$ cat config.mk
export PLATFORM = sky130hd
export DESIGN_NAME = bbox_overlay_mux
export DESIGN_NICKNAME = d
export VERILOG_FILES = /design/src/rtl/bbox_overlay_mux.sv
export SDC_FILE = /design/constraint.sdc
export NUM_CORES = 2
export LEC_CHECK = 0
export CORE_ASPECT_RATIO = 0.6
export CORE_UTILIZATION = 45
export DETAILED_ROUTE_END_ITERATION = 16
export PLACE_DENSITY_LB_ADDON = 0.15
export SYNTH_ARGS = -nofsm -noshare
export SYNTH_HDL_FRONTEND = slang
export SYNTH_SLANG_ARGS = --single-unit
$ cat constraint.sdc
create_clock -name sys_clk -period 8.2 [get_ports sys_clk]
set_input_delay 2.46 -clock sys_clk [delete_from_list [all_inputs] [get_ports sys_clk]]
set_output_delay 2.46 -clock sys_clk [all_outputs]
set_load 0.005 [all_outputs]
$ cat src/rtl/bbox_overlay_mux.sv
// rtl/bbox_overlay_mux.sv - bounding-box overlay on an RGB565 pixel stream
module bbox_overlay_mux #(
  parameter int H_PIXEL  = 1024,
  parameter int V_PIXEL  = 768,
  parameter int OBJ_NUM  = 16,
  parameter int LINE_W   = 2,
  parameter int MARGIN_X = 20,
  parameter int MARGIN_Y = 20
) (
  input  logic                     sys_clk,
  input  logic                     sys_rst_n,
  input  logic                     pre_wr_en,
  input  logic                     pre_hs,
  input  logic                     pre_vs,
  input  logic [OBJ_NUM-1:0][42:0] pos_data,
  input  logic [15:0]              cam_data,
  input  logic [1:0]               mode,
  output logic [15:0]              fusion_rgb565,
  output logic [23:0]              fusion_rgb888,
  output logic                     fusion_hs,
  output logic                     fusion_vs,
  output logic                     fusion_wr_en,
  output logic [7:0]               obj_num,
  output logic                     frame_latch
);

  // Edge and guard-band constants, all in the 12-bit edge arithmetic domain
  localparam logic [11:0] LW_M1 = 12'(LINE_W - 1);
  localparam logic [11:0] GX_LO = 12'(MARGIN_X);
  localparam logic [11:0] GX_HI = 12'(H_PIXEL - MARGIN_X);
  localparam logic [11:0] GY_LO = 12'(MARGIN_Y);
  localparam logic [11:0] GY_HI = 12'(V_PIXEL - MARGIN_Y);
  localparam logic [10:0] X_LAST = 11'(H_PIXEL - 1);
  localparam logic [9:0]  Y_LAST = 10'(V_PIXEL - 1);

  // Frame latch state
  logic                     vs_q;
  logic                     vs_rise;
  logic [OBJ_NUM-1:0][42:0] shadow_pos;
  logic [1:0]               shadow_mode;
  logic [7:0]               valid_cnt;

  // Position counters
  logic [10:0] cnt_x;
  logic [9:0]  cnt_y;
  logic [11:0] px;
  logic [11:0] py;
  logic        in_guard;

  // Stage 1
  logic [OBJ_NUM-1:0] border_hit;
  logic [OBJ_NUM-1:0] inter_hit;
  logic [OBJ_NUM-1:0] border_s1;
  logic [OBJ_NUM-1:0] inter_s1;
  logic [15:0]        cam_s1;
  logic [1:0]         mode_s1;
  logic               hs_s1;
  logic               vs_s1;
  logic               wr_s1;

  // Stage 2 combinational
  logic        b_any;
  logic        i_any;
  logic [2:0]  b_pal;
  logic [2:0]  i_pal;
  logic [23:0] cam888;
  logic [23:0] tint_c;
  logic [23:0] pix;

  // A slot is usable only if flagged valid and its corners are ordered
  function automatic logic box_ok(input logic [42:0] box);
    return box[42] && (box[10:0] <= box[31:21]) && (box[20:11] <= box[41:32]);
  endfunction

  // Returns {border, interior} for one box at point (x, y); far edges clamp at 0
  function automatic logic [1:0] classify(input logic [42:0] box,
                                          input logic [11:0] x,
                                          input logic [11:0] y);
    logic [11:0] xmin, xmax, ymin, ymax;
    logic [11:0] xl_end, xr_beg, yt_end, yb_beg;
    logic        in_x, in_y, on_v, on_h, bord, inner;
    xmin   = {1'b0, box[10:0]};
    xmax   = {1'b0, box[31:21]};
    ymin   = {2'b0, box[20:11]};
    ymax   = {2'b0, box[41:32]};
    xl_end = xmin + LW_M1;
    yt_end = ymin + LW_M1;
    xr_beg = (xmax >= LW_M1) ? (xmax - LW_M1) : 12'd0;
    yb_beg = (ymax >= LW_M1) ? (ymax - LW_M1) : 12'd0;
    in_x   = (x >= xmin) && (x <= xmax);
    in_y   = (y >= ymin) && (y <= ymax);
    on_v   = in_y && (((x >= xmin) && (x <= xl_end)) || ((x >= xr_beg) && (x <= xmax)));
    on_h   = in_x && (((y >= ymin) && (y <= yt_end)) || ((y >= yb_beg) && (y <= ymax)));
    bord   = box_ok(box) && (on_v || on_h);
    inner  = box_ok(box) && !bord && (x > xmin) && (x < xmax) && (y > ymin) && (y < ymax);
    return {bord, inner};
  endfunction

  // Eight-entry box palette, indexed by slot number mod 8
  function automatic logic [23:0] palette(input logic [2:0] k);
    logic [23:0] c;
    case (k)
      3'd0:    c = 24'hFF0000;
      3'd1:    c = 24'h00FF00;
      3'd2:    c = 24'h0000FF;
      3'd3:    c = 24'hFFFF00;
      3'd4:    c = 24'hFF00FF;
      3'd5:    c = 24'h00FFFF;
      3'd6:    c = 24'hFFFFFF;
      default: c = 24'hFF8000;
    endcase
    return c;
  endfunction

  assign vs_rise = pre_vs && !vs_q;

  // Vsync edge detect; box list and mode are frozen here for the whole frame
  always_ff @(posedge sys_clk or negedge sys_rst_n) begin
    if (!sys_rst_n) begin
      vs_q        <= 1'b0;
      frame_latch <= 1'b0;
      shadow_pos  <= '0;
      shadow_mode <= 2'b00;
    end else begin
      vs_q        <= pre_vs;
      frame_latch <= vs_rise;
      if (vs_rise) begin
        shadow_pos  <= pos_data;
        shadow_mode <= mode;
      end
    end
  end

  // Count of drawable slots in the shadow list
  always_comb begin
    valid_cnt = '0;
    for (int i = 0; i < OBJ_NUM; i++) begin
      valid_cnt = valid_cnt + 8'(box_ok(shadow_pos[i]));
    end
  end

  // Object count follows the latch by one cycle, once the shadow list is settled
  always_ff @(posedge sys_clk or negedge sys_rst_n) begin
    if (!sys_rst_n) begin
      obj_num <= 8'd0;
    end else if (frame_latch) begin
      obj_num <= valid_cnt;
    end
  end

  // Raster position; vsync clear wins over a coincident pixel
  always_ff @(posedge sys_clk or negedge sys_rst_n) begin
    if (!sys_rst_n) begin
      cnt_x <= '0;
      cnt_y <= '0;
    end else if (vs_rise) begin
      cnt_x <= '0;
      cnt_y <= '0;
    end else if (pre_wr_en) begin
      if (cnt_x == X_LAST) begin
        cnt_x <= '0;
        cnt_y <= (cnt_y == Y_LAST) ? 10'd0 : cnt_y + 10'd1;
      end else begin
        cnt_x <= cnt_x + 11'd1;
      end
    end
  end

  // Per-slot border/interior hits for the current pixel, masked by the guard band
  always_comb begin
    px       = {1'b0, cnt_x};
    py       = {2'b0, cnt_y};
    in_guard = (px >= GX_LO) && (px < GX_HI) && (py >= GY_LO) && (py < GY_HI);
    border_hit = '0;
    inter_hit  = '0;
    for (int i = 0; i < OBJ_NUM; i++) begin
      {border_hit[i], inter_hit[i]} = classify(shadow_pos[i], px, py) & {2{in_guard}};
    end
  end

  // Stage 1 register: hit vectors plus camera pixel and sync delayed alongside
  always_ff @(posedge sys_clk or negedge sys_rst_n) begin
    if (!sys_rst_n) begin
      border_s1 <= '0;
      inter_s1  <= '0;
      cam_s1    <= '0;
      mode_s1   <= 2'b00;
      hs_s1     <= 1'b0;
      vs_s1     <= 1'b0;
      wr_s1     <= 1'b0;
    end else begin
      border_s1 <= border_hit;
      inter_s1  <= inter_hit;
      cam_s1    <= cam_data;
      mode_s1   <= shadow_mode;
      hs_s1     <= pre_hs;
      vs_s1     <= pre_vs;
      wr_s1     <= pre_wr_en;
    end
  end

  // Lowest-index priority encode of border and interior hits
  always_comb begin
    b_any = |border_s1;
    i_any = |inter_s1;
    b_pal = 3'd0;
    i_pal = 3'd0;
    for (int i = OBJ_NUM - 1; i >= 0; i--) begin
      if (border_s1[i]) b_pal = 3'(i);
      if (inter_s1[i])  i_pal = 3'(i);
    end
  end

  // Colour select: borders beat interiors, interior tint only in mode 11
  always_comb begin
    cam888 = {cam_s1[15:11], cam_s1[15:13], cam_s1[10:5], cam_s1[10:9], cam_s1[4:0], cam_s1[4:2]};
    tint_c = palette(i_pal);
    pix    = cam888;
    case (mode_s1)
      2'b01: if (b_any) pix = 24'hFF0000;
      2'b10: if (b_any) pix = palette(b_pal);
      2'b11: begin
        if (b_any) begin
          pix = palette(b_pal);
        end else if (i_any) begin
          pix[23:16] = {1'b0, cam888[23:17]} + {1'b0, tint_c[23:17]};
          pix[15:8]  = {1'b0, cam888[15:9]}  + {1'b0, tint_c[15:9]};
          pix[7:0]   = {1'b0, cam888[7:1]}   + {1'b0, tint_c[7:1]};
        end
      end
      default: ;
    endcase
  end

  // Stage 2 register: final pixel and sync, two cycles after the input
  always_ff @(posedge sys_clk or negedge sys_rst_n) begin
    if (!sys_rst_n) begin
      fusion_rgb888 <= '0;
      fusion_rgb565 <= '0;
      fusion_hs     <= 1'b0;
      fusion_vs     <= 1'b0;
      fusion_wr_en  <= 1'b0;
    end else begin
      fusion_rgb888 <= pix;
      fusion_rgb565 <= {pix[23:19], pix[15:10], pix[7:3]};
      fusion_hs     <= hs_s1;
      fusion_vs     <= vs_s1;
      fusion_wr_en  <= wr_s1;
    end
  end

endmodule

==> results.sh <==
export IMPL_p_switching_mw=6.78
export IMPL_skew_ps=31.4
export IMPL_fp_row_count=120
export IMPL_synth_top_cells_by_area="ha_1, dfrtp_1, nand2_1, o21ai_0, xnor2_1"
export IMPL_tightest_slew_ps=1330
export IMPL_instances_no_fill=12984
export IMPL_numCtsBuffers=94
export IMPL_gp_congestion=0.968
export IMPL_dr_total_vias=78363
export IMPL_grt_total_usage_pct=33.5
export IMPL_htreeDepth=3
export IMPL_ys_ff_latch=797
export IMPL_clkLatencyLatePin_ps=750
export IMPL_place_hpwl_um=239000
export IMPL_initial_core_util_pct=45.4
export IMPL_cp_cell_sequence="inv_1, ha_1, a2111oi_0, o21ai_0, a21oi_1, a2bb2oi_1, fa_1, fa_1, fa_1, fa_1, ha_1, inv_1, fa_1, xnor2_1, mux2_2"
export IMPL_dpl_worst_slack_ps=2370
export IMPL_syn_inst=9783
export IMPL_leakage_nw=45.1
export IMPL_layout_commonest_cell="ha_1"
export IMPL_vias_per_cell=6.04
export IMPL_pwr_share_seq_pct=30.6
export IMPL_core_area_mm2=0.179
export IMPL_drv_slew=0
export IMPL_p_clk_share_pct=27.6
export IMPL_fin_nets=13038
export IMPL_crit_arrival_ps=6580
export IMPL_die_h_um=331
export IMPL_die_area_mm2=0.182
export IMPL_finalCritPeriodShare_pct=72.5
export IMPL_max_freq_mhz=168
export IMPL_powerDensity_mw_per_mm2=176
export IMPL_hold_viol_final=0
export IMPL_crit_type="reg -> reg"
export IMPL_cts_clk_slew_worst_paths_ps=70
export IMPL_layout_common_cells="ha_1, nand2_1, o21ai_0"
export IMPL_cts_resized=0
export IMPL_antenna_found_initial=29
export IMPL_drt_initial_drc_count=7862
export IMPL_postRouteWirelength_um=313000
export IMPL_area_delta_synth_final_pct=17.2
export IMPL_wl_per_cell_um=24.1
export IMPL_antenna_left=0
export IMPL_drtPass1Iterations=6
export IMPL_root_buffer="clkbuf_16"
export IMPL_grt_pass1_vias=75429
export IMPL_worst_path_max_delay_cell="a2bb2oi_1"
export IMPL_cp_slowest_stage_delay_ps=740
export IMPL_port_buffers=759
export IMPL_clkSinkCount=797
export IMPL_drc=0
export IMPL_setup_violations=0
export IMPL_grt_overflow=0
export IMPL_cts_hold_buf=0
export IMPL_crit_path_frequent_cell="fa_1"
export IMPL_syn_area_mm2=0.0812
export IMPL_fin_ws_ps=2250
export IMPL_dpl_cell_count=12795
export IMPL_fin_tns_setup_ps=0
export IMPL_layout_drive_gt1_share_pct=2.80
export IMPL_crit_required_ps=8830
export IMPL_finalPower_mw=16.7
export IMPL_ys_types=83
export IMPL_synth_top_area_share_pct=27.8
export IMPL_ys_seq_area_share_pct=24.6
export IMPL_netSwitchingFraction_pct=40.6
export IMPL_grt_max_degree=238
export IMPL_max_cap_viol_count=0
export IMPL_outcome="complete, no violations"
export IMPL_fin_crit_ps=5950
export IMPL_p_int_mw=9.91
export IMPL_syn_area_per_cell_um2=8.30
export IMPL_synth_top_area_cell="ha_1"
export IMPL_hp_class="reg -> reg"
export IMPL_worst_setup_path_start_kind="register"
export IMPL_end_kind="register"
export IMPL_async_reset_ff_share_pct=100
export IMPL_io_pins=763
export IMPL_slew_headroom_pct=10.8
export IMPL_peakVddDrop_mv=0.160
export IMPL_cts_buffer_depth=3
export IMPL_synth_top_flop_cell="dfrtp_1"
export IMPL_comb_power_share_pct=41.7
export IMPL_die_x_um=550
export IMPL_ys_warn_count=0
export IMPL_cts_tree="done"
export IMPL_synth_edff_count=0
export IMPL_post_cts_buffers=0
export IMPL_rrSetupSlack_ps=2250
export IMPL_crit_fanout=4
export IMPL_grt_pass1_wl_um=466000
export IMPL_rsz0062_at_grt="false"
-- cells in the mapped netlist, types with 44 or more instances --
cell type,n
nand2b_1,110
a31oi_1,72
xor2_1,44
clkbuf_1,175
o21ai_0,998
nor3_1,254
and3_1,57
a211oi_1,98
xnor2_1,444
nor4_1,93
a21oi_1,491
nand4_1,280
inv_1,858
a2111oi_0,50
o211ai_1,56
ha_1,1802
o21a_1,97
dfrtp_1,797
nor2b_1,122
nand3_1,372
nor2_1,369
a21o_1,186
nand2_1,1338
-- cells by family after synthesis --
family                   after synthesis  synth area share (%)
AND/OR/NAND/NOR                     3193                  18.7
AO/OA/AOI/OAI                       2416                  18.2
adder cells (fa/ha/maj)             1815                  28.1
buffers and inverters               1056                  4.97
flip-flops                           797                  24.6
XOR/XNOR                             488                  5.27
multiplexers                          17                 0.224
other                                  1               0.00462
-- stage by stage --
step	cell area, µm²	hold WS (ps)	utilization [%]
after global routing	95100	371	53.2
after detailed placement	91800	341	51.3
after global placement	91800	340	51.3
after floorplan	81200	331	-
after CTS	95100	364	53.2
final	95100	361	53.2
-- final timing paths --
kind                                  from               to  cells after the start
hold reg to reg             shadow_mode[0]       mode_s1[0]                      0
min in group asynchronous        sys_rst_n  shadow_pos[215]                      1
setup reg to reg           shadow_pos[325]       obj_num[2]                     15
setup / recovery           shadow_pos[325]       obj_num[2]                     15
max in group asynchronous        sys_rst_n  shadow_pos[140]                      3
hold / removal              shadow_mode[0]       mode_s1[0]                      0
-- metal layers --
| metal | part of all wire (%) | global-route usage (%) | wire length [µm] |
|---|---|---|---|
| met3 | 8.5 | 6.19 | 26600 |
| met2 | 41 | 48.6 | 127000 |
| met4 | 3.3 | 10.6 | 10300 |
| met1 | 48 | 49.8 | 149000 |
| met5 | 0.024 | 0 | 74 |
-- registers in the layout (all words and copies together), names as in the netlist --
name and count:
inter_s1 16, cnt_y 10, cnt_x 11, fusion_rgb888 23, shadow_mode 2, fusion_hs 1, cam_s1 16, obj_num 5
border_s1 16, fusion_rgb565 1, mode_s1 2, shadow_pos 688, vs_s1 1, fusion_wr_en 1, fusion_vs 1, frame_latch 1
wr_s1 1, hs_s1 1
-- worst max-delay path: cells and delay by family (launching register included) --
family | cells | cell delay, ps
buffers and inverters | 2 | 210
muxes | 1 | 260
AOI/OAI and AO/OA | 4 | 1740
DFF | 1 | 400
xor gates and xnor gates | 1 | 140
adders and majority gates | 7 | 3100
-- layout make-up --
| class | instances | area, µm² |
|---|---|---|
| Antenna cell | 15 | 37.5 |
| Inverter | 858 | 3230 |
| Multi-Input combinational cell | 7932 | 57200 |
| Fill cell | 16579 | 83700 |
| Tap cell | 2379 | 2980 |
| Clock buffer | 133 | 2680 |
| Clock inverter | 41 | 574 |
| Sequential cell | 797 | 20000 |
| Timing Repair Buffer | 829 | 8350 |
-- power by group through the flow --
| stage | registers (mW) | logic, mW | clock network, mW |
|---|---|---|---|
| 2_1_floorplan | 4.96 | 4.46 | 0 |
| 3_3_place_gp | 5.13 | 6.55 | 0 |
| 3_5_place_dp | 5.15 | 6.80 | 0 |
| 4_1_cts | 5.08 | 6.86 | 4.69 |
| 5_1_grt | 5.17 | 7.82 | 4.83 |
| 6_report | 5.11 | 6.97 | 4.61 |
(Power assumes the default switching activity.)
